===== config.mk =====
export PLATFORM = sky130hd
export DESIGN_NAME = poci_burst_readout
export DESIGN_NICKNAME = d
export VERILOG_FILES = /design/src/rtl/poci_pkg.sv /design/src/rtl/poci_word_sel.sv /design/src/rtl/poci_burst_readout.sv
export SDC_FILE = /design/constraint.sdc
export NUM_CORES = 1
export LEC_CHECK = 0
export CAP_MARGIN = 20
export CORE_AREA = 3 3 190 192
export CTS_CLUSTER_SIZE = 24
export DETAILED_ROUTE_END_ITERATION = 7
export DIE_AREA = 0 0 193 195
export PLACE_DENSITY = 0.53
export REMOVE_ABC_BUFFERS = 1
export SETUP_SLACK_MARGIN = 0.4
export SLEW_MARGIN = 20
export SYNTH_ARGS = -nofsm -noshare
export SYNTH_HDL_FRONTEND = slang
export SYNTH_SLANG_ARGS = --single-unit

===== constraint.sdc =====
create_clock -name sclk -period 3.25 [get_ports sclk]
set_clock_uncertainty 0.2 [all_clocks]
set_input_delay 0.65 -clock sclk [delete_from_list [all_inputs] [get_ports sclk]]
set_output_delay 0.65 -clock sclk [all_outputs]
set_load 0.05 [all_outputs]

===== src/rtl/poci_pkg.sv =====
// Shared types and the address wrap rule for the POCI burst readout engine.
package poci_pkg;

  typedef enum logic [1:0] {IDLE, LOAD, SHIFT} poci_state_t;

  localparam int unsigned RESERVED_ADDR = 0;

  // Valid range is 1..num_regs; the top and any invalid address both wrap to 1.
  function automatic int unsigned next_addr(input int unsigned addr, input int unsigned num_regs);
    if (addr == RESERVED_ADDR || addr >= num_regs) next_addr = 1;
    else next_addr = addr + 1;
  endfunction

endpackage


===== src/rtl/poci_word_sel.sv =====
// Combinational register-word select with range check; zero word on reserved/out-of-range address.
module poci_word_sel
  import poci_pkg::*;
#(
  parameter int DATA_W   = 8,
  parameter int NUM_REGS = 59,
  parameter int ADDR_W   = 8
) (
  input  logic [NUM_REGS*DATA_W-1:0] regs_flat,
  input  logic [ADDR_W-1:0]          addr,
  output logic [DATA_W-1:0]          word,
  output logic                       err
);

  always_comb begin
    err  = (addr == ADDR_W'(RESERVED_ADDR)) || (32'(addr) > NUM_REGS);
    word = '0;
    for (int a = 1; a <= NUM_REGS; a++) begin
      if (32'(addr) == a) word = regs_flat[(a-1)*DATA_W +: DATA_W];
    end
  end

endmodule


===== src/rtl/poci_burst_readout.sv =====
// SPI readout engine: one LOAD cycle, then L*DATA_W contiguous serial bits with no inter-word gap.
// No backpressure: rd_start is only accepted in IDLE; starts while busy are dropped.
module poci_burst_readout
  import poci_pkg::*;
#(
  parameter int DATA_W    = 8,
  parameter int NUM_REGS  = 59,
  parameter int ADDR_W    = 8,
  parameter int MAX_BURST = 16,
  parameter int MSB_FIRST = 0,
  localparam int BURST_W  = $clog2(MAX_BURST+1)
) (
  input  logic                       sclk,
  input  logic                       rst,
  input  logic [NUM_REGS*DATA_W-1:0] regs_flat,
  input  logic                       rd_start,
  input  logic [ADDR_W-1:0]          rd_addr,
  input  logic [BURST_W-1:0]         rd_len,
  input  logic                       auto_inc,
  output logic                       serial_out,
  output logic                       sout_valid,
  output logic                       busy,
  output logic                       word_done,
  output logic                       burst_done,
  output logic                       addr_err
);

  localparam int CNT_W = (DATA_W > 1) ? $clog2(DATA_W) : 1;
  localparam logic [CNT_W-1:0] LAST_BIT = CNT_W'(DATA_W-1);

  poci_state_t         state;
  logic [DATA_W-1:0]   shreg;
  logic [CNT_W-1:0]    bit_cnt;
  logic [BURST_W-1:0]  words_left;
  logic [ADDR_W-1:0]   addr_q;
  logic                inc_q;

  logic [DATA_W-1:0]   sel_word;
  logic                sel_err;
  logic [ADDR_W-1:0]   addr_nxt;
  logic [BURST_W-1:0]  len_eff;
  logic [DATA_W-1:0]   shifted;

  // addr_q always names the next word to be loaded, so the selector never needs a lookahead.
  poci_word_sel #(
    .DATA_W   (DATA_W),
    .NUM_REGS (NUM_REGS),
    .ADDR_W   (ADDR_W)
  ) u_word_sel (
    .regs_flat (regs_flat),
    .addr      (addr_q),
    .word      (sel_word),
    .err       (sel_err)
  );

  assign addr_nxt = inc_q ? ADDR_W'(next_addr(32'(addr_q), NUM_REGS)) : addr_q;

  always_comb begin
    len_eff = rd_len;
    if (rd_len == '0) len_eff = BURST_W'(1);
    else if (32'(rd_len) > MAX_BURST) len_eff = BURST_W'(MAX_BURST);
  end

  generate
    if (MSB_FIRST != 0) begin : g_msb
      assign shifted = {shreg[DATA_W-2:0], 1'b0};
    end else begin : g_lsb
      assign shifted = {1'b0, shreg[DATA_W-1:1]};
    end
  endgenerate

  always_ff @(posedge sclk or posedge rst) begin
    if (rst) begin
      state      <= IDLE;
      shreg      <= '0;
      bit_cnt    <= '0;
      words_left <= '0;
      addr_q     <= '0;
      inc_q      <= 1'b0;
      addr_err   <= 1'b0;
    end else begin
      case (state)
        IDLE: begin
          if (rd_start) begin
            addr_q     <= rd_addr;
            inc_q      <= auto_inc;
            words_left <= len_eff;
            addr_err   <= 1'b0;
            state      <= LOAD;
          end
        end
        LOAD: begin
          shreg   <= sel_word;
          bit_cnt <= '0;
          addr_q  <= addr_nxt;
          if (sel_err) addr_err <= 1'b1;
          state   <= SHIFT;
        end
        SHIFT: begin
          if (bit_cnt == LAST_BIT) begin
            if (words_left > BURST_W'(1)) begin
              shreg      <= sel_word;
              bit_cnt    <= '0;
              addr_q     <= addr_nxt;
              words_left <= words_left - BURST_W'(1);
              if (sel_err) addr_err <= 1'b1;
            end else begin
              state <= IDLE;
            end
          end else begin
            shreg   <= shifted;
            bit_cnt <= bit_cnt + CNT_W'(1);
          end
        end
        default: state <= IDLE;
      endcase
    end
  end

  // LOAD counts as busy but drives no data bit, keeping valid bits exactly L*DATA_W.
  assign busy       = (state == LOAD) || (state == SHIFT);
  assign sout_valid = (state == SHIFT);
  assign serial_out = sout_valid & ((MSB_FIRST != 0) ? shreg[DATA_W-1] : shreg[0]);
  assign word_done  = (state == SHIFT) && (bit_cnt == LAST_BIT);
  assign burst_done = word_done && (words_left == BURST_W'(1));

endmodule

==> metrics, run 1 <==
IO buf count 494; final setup fails 0; drt wl/cell 32.22 um; Area contributors post-synth a21oi_1, dfrtp_1, o21ai_0; hold_ws a little under 300 ps; Max Clock Freq approximately 330 MHz; total gr overflow 0; met2 Track Usage GR 0.6202; mux cell area share after synthesis 0.006927; deepest clock path buffer count 2; Cell Pwr Density about 790 nW/um2; placed instance count 2269; global-route wire length before repair 103.0 mm; Critical Path RT 3220 ps; I/O Pins 495; Synth Area in XOR/XNOR 0; Fill cells 3577; H-tree Lvls 1; asr flop ratio synth 1.000; R2R Setup Slk 200 ps; CTS tree done; Total GRT Usage 0.3755; DRC 0; Initial DRC Count around 1600; root buf cell clkbuf_16; Tcrit/Tclk final 0.9392; Crit. End Element register; CP max stage cell dfrtp_2; Yosys top cell area share 0.09887; unrepaired setup endpoints after global routing yes; CTS buffer count 3; Ys Warns 0; HP Class reg2reg; Hold Buf Count CTS 0; VDD IR max slightly above 0.0004 V; clock sinks 28; die height 195 um; Post-Synthesis Cells ~1300; adder-cell share of the synthesized area 0.01889; Layout area overhead 98.14%; Cell Area, Placed approximately 14000 um2; Synth Area in Simple Gates 0.3053; Syn Area/Cell between 6 and 7 um2; Clk Latency, worst-skew pair 280 ps; dominant synthesized flop cell dfrtp_1; sequential area share after synthesis 0.08816; grt met3 use 0.08276; final hold vios 0; most frequent cells in the layout clkdlybuf4s50_1, buf_4, a21oi_1; final cell count without fillers 2330; drt first pass iters 6; die area 37640 um2; setup total negative slack 0 ps; status complete, no violations; Tot Pwr 12.45 mW; post-route ant nets 0; crit path kind reg2reg; Slew @ Worst Pin 602.2 ps; pin count of the biggest net entering global routing 29; Min Clock Period, post-route a little over 3000 ps; initial antenna violation count 5; CORE AREA 34540 um2; via count 14333; CP Data Arrival Time 3020 ps; Mapped Area 7948 um2; slew margin rel. 0.5985; fin nets approximately 2400; vias per cell 6.152; most common cell after layout, fill and taps aside clkdlybuf4s50_1; vias in the first global route 14467; final wirelength 75.07 mm; Slew Viols, Final 0; share of post-route cells with drive strength above 1 0.1999; CP most frequent cell buf_4; maxcap violations 0; Global Route met1 Usage 0.4547; standard-cell rows 68; routability congestion estimate ~1.1; Max FO, Critical Path 13; initial core utilization 0.2301; global routing's busiest layer met2; CP peak stage delay about 600 ps; Clock transition at path regs 90 ps; top cell type by total area after synthesis a21oi_1; CP cell instances buf_4 -> and2b_1 -> buf_4 -> nand2_4 -> o32ai_1 -> nand3_1 -> a221oi_1 -> nor4_1 -> o31ai_1 -> a21oi_1; FF+latch count, synth 28; EDFF count, synth 0; Leakage 5.909 nW; startpoint type of the worst setup path register; Die W 193 um; Compound-Gate Fraction of Synth Area 0.4854; design area between 15000 and 20000 um2; Distinct cells, synth 90; hpwl dp 60.35 mm; combinational family with the most area after synthesis compound AO/OA/AOI/OAI gates
==> cells by family (layout without fill, tap and decap cells) <==
kind of cell / Yosys count / in the layout
and+or+nand+nor: 474 / 474
AOI/OAI and AO/OA: 586 / 586
muxes: 5 / 5
DFF: 28 / 28
buffers and inverters: 154 / 766
adders and majority gates: 12 / 12
other: 0 / 4
==> per-stage QoR <==
step           worst slack (ps)    util
2_1_floorplan             -1943       -
3_3_place_gp             -64.47  0.4161
3_5_place_dp             -150.4  0.4161
4_1_cts                   259.8  0.4423
5_1_grt                   154.3  0.4558
6_report                  197.7  0.4559
==> final timing paths <==
kind	start	to	depth (start not counted)
setup / recovery	addr_q[3]$_DFFE_PP0P_	shreg[7]$_DFFE_PP0P_	10
hold reg to reg	bit_cnt[2]$_DFFE_PP0P_	bit_cnt[2]$_DFFE_PP0P_	2
hold / removal	bit_cnt[2]$_DFFE_PP0P_	bit_cnt[2]$_DFFE_PP0P_	2
setup reg to reg	addr_q[3]$_DFFE_PP0P_	shreg[7]$_DFFE_PP0P_	10
min in group asynchronous	rst	addr_q[1]$_DFFE_PP0P_	3
max in group asynchronous	rst	addr_q[2]$_DFFE_PP0P_	3
==> cell usage after synthesis (5+ instances only) <==
library cell	number
a22oi_1	16
and3b_1	7
inv_1	25
nand3b_1	10
or3_1	8
nor2b_1	15
o211a_1	5
nand4_1	7
o22a_1	7
nand2b_1	17
a21oi_1	157
o31ai_1	16
nand3_1	45
ha_1	12
o22ai_1	49
nor2_1	122
o311ai_0	6
a221o_1	9
a221oi_1	28
nor4_1	10
buf_1	9
buf_4	9
buf_6	9
nand2_1	126
a32oi_1	10
o221ai_1	20
a311oi_1	5
a211oi_1	27
clkbuf_1	37
buf_2	63
o21a_1	9
and2_1	6
and3_1	13
nor3b_1	6
nor3_1	43
a31oi_1	26
o211ai_1	29
o2111ai_1	9
o21ai_0	104
dfrtp_1	28
o21ai_1	6
a211o_1	11
==> state kept, by name (all words and copies together) (netlist names) <==
register,flops
bit_cnt,3
addr_q,8
shreg,8
inc_q,1
addr_err,1
state,2
words_left,5
==> power breakdown <==
group | leakage [nW] | internal [mW] | switching [mW]
sequential | 0.351 | 0.511 | 0.212
clock | 0.0511 | 0.247 | 0.152
combinational | 5.51 | 4.78 | 6.55
total | 5.91 | 5.54 | 6.91
==> worst max-delay path, delay by kind of cell (launching register included) <==
| kind | cells | cell delay (ps) |
|---|---|---|
| AO/OA/AOI/OAI | 4 | 930 |
| buffers and inverters | 2 | 560 |
| AND/OR/NAND/NOR | 4 | 640 |
| flip-flops | 1 | 590 |
==> per-layer routing <==
metal / routed length, um / part of all wire
met4: 4718 / 0.063
met5: 12 / 0.00016
met1: 27990 / 0.37
met3: 7808 / 0.10
met2: 34540 / 0.46
==> final cells by class <==
class                      instances  area, um2  share of cell area
timing repair buffer             735       7168              0.4552
multi-input combinational       1077       7081              0.4496
sequential                        28      706.9             0.04489
tap                              455      569.3             0.03615
inverter                          27      107.6            0.006833
clock buffer                       3      75.07            0.004767
clock inverter                     1      30.03            0.001907
antenna                            4      10.01           0.0006356
==> timing repair <==
| item | 4_1_cts | 5_1_grt |
|---|---|---|
| gates resized for setup | 106 | 64 |
| cloned | 5 | 1 |
| setup endpoints to repair | 12 | 15 |
| pin swaps | 32 | 39 |
| setup buffers | 27 | 20 |
Power figures use the tool's default switching activity.
==> run 2, diff against run 1 <==
--- a/config.mk
+++ b/config.mk
@@ -12,7 +12,6 @@
 export DIE_AREA = 0 0 193 195
 export PLACE_DENSITY = 0.53
 export REMOVE_ABC_BUFFERS = 1
-export SETUP_SLACK_MARGIN = 0.4
 export SLEW_MARGIN = 20
 export SYNTH_ARGS = -nofsm -noshare
 export SYNTH_HDL_FRONTEND = slang
==> run 2 against run 1 <==
Net effect:
- clock power is 1% higher
- setup slack worse by 140 ps
- non-clock buffer count is 52 lower
- fmax is 4.5% lower
- via count is 3.5% lower
- cell count is 2.2% lower
- worst hold slack hardly changed
- global-route usage is 0.97 points lower
- power is 12% lower
- first-iteration DRC count is 3.9% lower
- sequential cell count stayed put
==> metrics, run 2 (synthesis results as in run 1) <==
status complete, no violations (unchanged); HP Class reg2reg (unchanged); r2r endpoint shreg[5]$_DFFE_PP0P_ (was shreg[7]$_DFFE_PP0P_); Hold Crit Depth 2 (unchanged); Tcrit/Tclk final 0.9832 (was 0.9392); post-route ant nets 0 (unchanged); met3 wire len 7.256 mm (was 7.808 mm); Slew Viols, Final 0 (unchanged); Hold Crit Endpoint bit_cnt[2]$_DFFE_PP0P_ (unchanged); Fill cells 3670 (was 3577); Clk Latency, worst-skew pair 290 ps (was 280 ps); fin nets 2321 (was 2373); unrepaired setup endpoints after global routing yes (unchanged); die area 37640 um2 (unchanged); VDD IR max 0.0004228 V (was 0.0004096 V); drt wl/cell 31.94 um (was 32.22 um); clock sinks 28 (unchanged); total gr overflow 0 (unchanged); share of post-route cells with drive strength above 1 0.1391 (was 0.1999); final setup fails 0 (unchanged); largest registers addr_q (8), shreg (8), words_left (5) (unchanged); Layout area overhead 83.96% (was 98.14%); Max FO, Critical Path 15 (was 13); Max Clock Freq 312.9 MHz (was 327.6 MHz); die height 195 um (unchanged); H-tree Lvls 1 (unchanged); Total GRT Usage 0.3658 (was 0.3755); Leakage 5.454 nW (was 5.909 nW); maxcap violations 0 (unchanged); initial antenna violation count 6 (was 5); Tot Pwr 11.00 mW (was 12.45 mW); CTS tree done (unchanged); standard-cell rows 68 (unchanged); CP Data Arrival Time 3160 ps (was 3020 ps); Die W 193 um (unchanged); setup total negative slack 0 ps (unchanged); Critical Path RT 3220 ps (about the same); routability congestion estimate 1.058 (unchanged); global-route wire length before repair 100.5 mm (was 103.0 mm); hpwl dp 60.35 mm (unchanged); startpoint type of the worst setup path register (unchanged); Reg2Reg Launch Point addr_q[0]$_DFFE_PP0P_ (was addr_q[3]$_DFFE_PP0P_); via count 13836 (was 14333); final hold vios 0 (unchanged); deepest clock path buffer count 2 (unchanged); Worst R2R Path Depth 12 (was 10); slew margin rel. 0.5497 (was 0.5985); Crit. End Element register (unchanged); Cell Pwr Density 752.6 nW/um2 (was 790.3 nW/um2); CTS buffer count 3 (unchanged); drt first pass iters 7 (was 6); vias per cell 6.074 (was 6.152); CORE AREA 34540 um2 (unchanged); Met1 Wirelength 27.34 mm (was 27.99 mm); final wirelength 72.77 mm (was 75.07 mm); vias in the first global route 14120 (was 14467); most common cell after layout, fill and taps aside clkdlybuf4s50_1 (unchanged); max layer used met5 (unchanged); Clock transition at path regs 90 ps (about the same); pin count of the biggest net entering global routing 41 (was 29); crit path kind reg2reg (unchanged); Seq. cell area 706.9 um2 (unchanged); Min Clock Period, post-route 3196 ps (was 3052 ps); Slew @ Worst Pin 671.4 ps (was 602.2 ps); worst hold start bit_cnt[2]$_DFFE_PP0P_ (unchanged); initial core utilization 0.2301 (unchanged); R2R Setup Slk 50 ps (was 200 ps); Initial DRC Count 1496 (was 1556); most frequent cells in the layout clkdlybuf4s50_1, buf_4, a21oi_1 (unchanged); area of the multi-input gates 6640 um2 (was 7081 um2); routed wl met2 34.03 mm (was 34.54 mm); DRC 0 (unchanged); I/O Pins 495 (unchanged); root buf cell clkbuf_16 (unchanged); IO buf count 494 (unchanged)
## run 2: changes by cell type in the layout (fill, tap and decap cells not counted), sizes merged
cell,delta
inv,+1
dlygate4sd2,-3
buf,-48
clkinvlp,-1
clkdlybuf4s50,+3
bufbuf,-4
## run 2: per-layer routing
layer	GRT usage	vias to the layer above
met4	0.1763	2
met1	0.4469	6563
met2	0.6099	1031
li1	-	6020
met3	0.07540	220
met5	0	-
## run 2: what timing repair did
item                                    in CTS  in global routing
hold buffers                                 0                  0
pin swaps                                    0                  4
endpoints found under the setup margin       5                  7
buffers inserted                             0                  1
gates resized for setup                      9                 23
cloned                                       0                  0
## run 2: how the worst max path moves through the flow
| stage | startpoint | endpoint |
|---|---|---|
| after detailed placement | addr_q[0]$_DFFE_PP0P_ | shreg[2]$_DFFE_PP0P_ |
| after floorplan | addr_q[0]$_DFFE_PP0P_ | shreg[5]$_DFFE_PP0P_ |
| after CTS | addr_q[1]$_DFFE_PP0P_ | shreg[5]$_DFFE_PP0P_ |
| after global routing | addr_q[0]$_DFFE_PP0P_ | shreg[5]$_DFFE_PP0P_ |
| after global placement | regs_flat[174] | shreg[6]$_DFFE_PP0P_ |
| final | addr_q[0]$_DFFE_PP0P_ | shreg[5]$_DFFE_PP0P_ |
## run 2: critical path, cell delays in order (launching register included)
cell and delay, ps:
dfrtp_2 480, inv_2 140, ha_4 290, nand3_1 280, or3_1 390, a31oi_1 190
a2111oi_1 80, buf_4 150, a211oi_1 320, o31ai_2 130, buf_4 160, a31oi_1 180
o21ai_1 100
## run 2: power breakdown
group | total, mW | internal [mW] | switching [mW]
clock network | 0.403 | 0.247 | 0.156
logic | 9.88 | 3.90 | 5.98
registers | 0.721 | 0.511 | 0.209
total | 11.0 | 4.66 | 6.35
## run 2: area by class of cell
type,instances,share of cell area
sequential,28,0.04835
multi-input combinational,1077,0.4542
antenna,4,0.0006846
timing repair buffer,683,0.4437
inverter,27,0.006932
clock inverter,1,0.002054
clock buffer,3,0.005135
tap,455,0.03894
## run 2: stage by stage
stage / area [um2] / instances / utilization / setup WS, ps / hold slack (ps)
3_5_place_dp: 14370 / 2269 / 0.4161 / -150.4 / 281.5
4_1_cts: 14500 / 2273 / 0.4199 / 3.714 / 298.9
3_3_place_gp: 14370 / 2269 / 0.4161 / -64.47 / 267.8
5_1_grt: 14620 / 2278 / 0.4232 / -12.34 / 334.9
2_1_floorplan: 7291 / 1132 / - / -1943 / 253.8
6_report: 14620 / 2278 / 0.4232 / 54.50 / 297.4
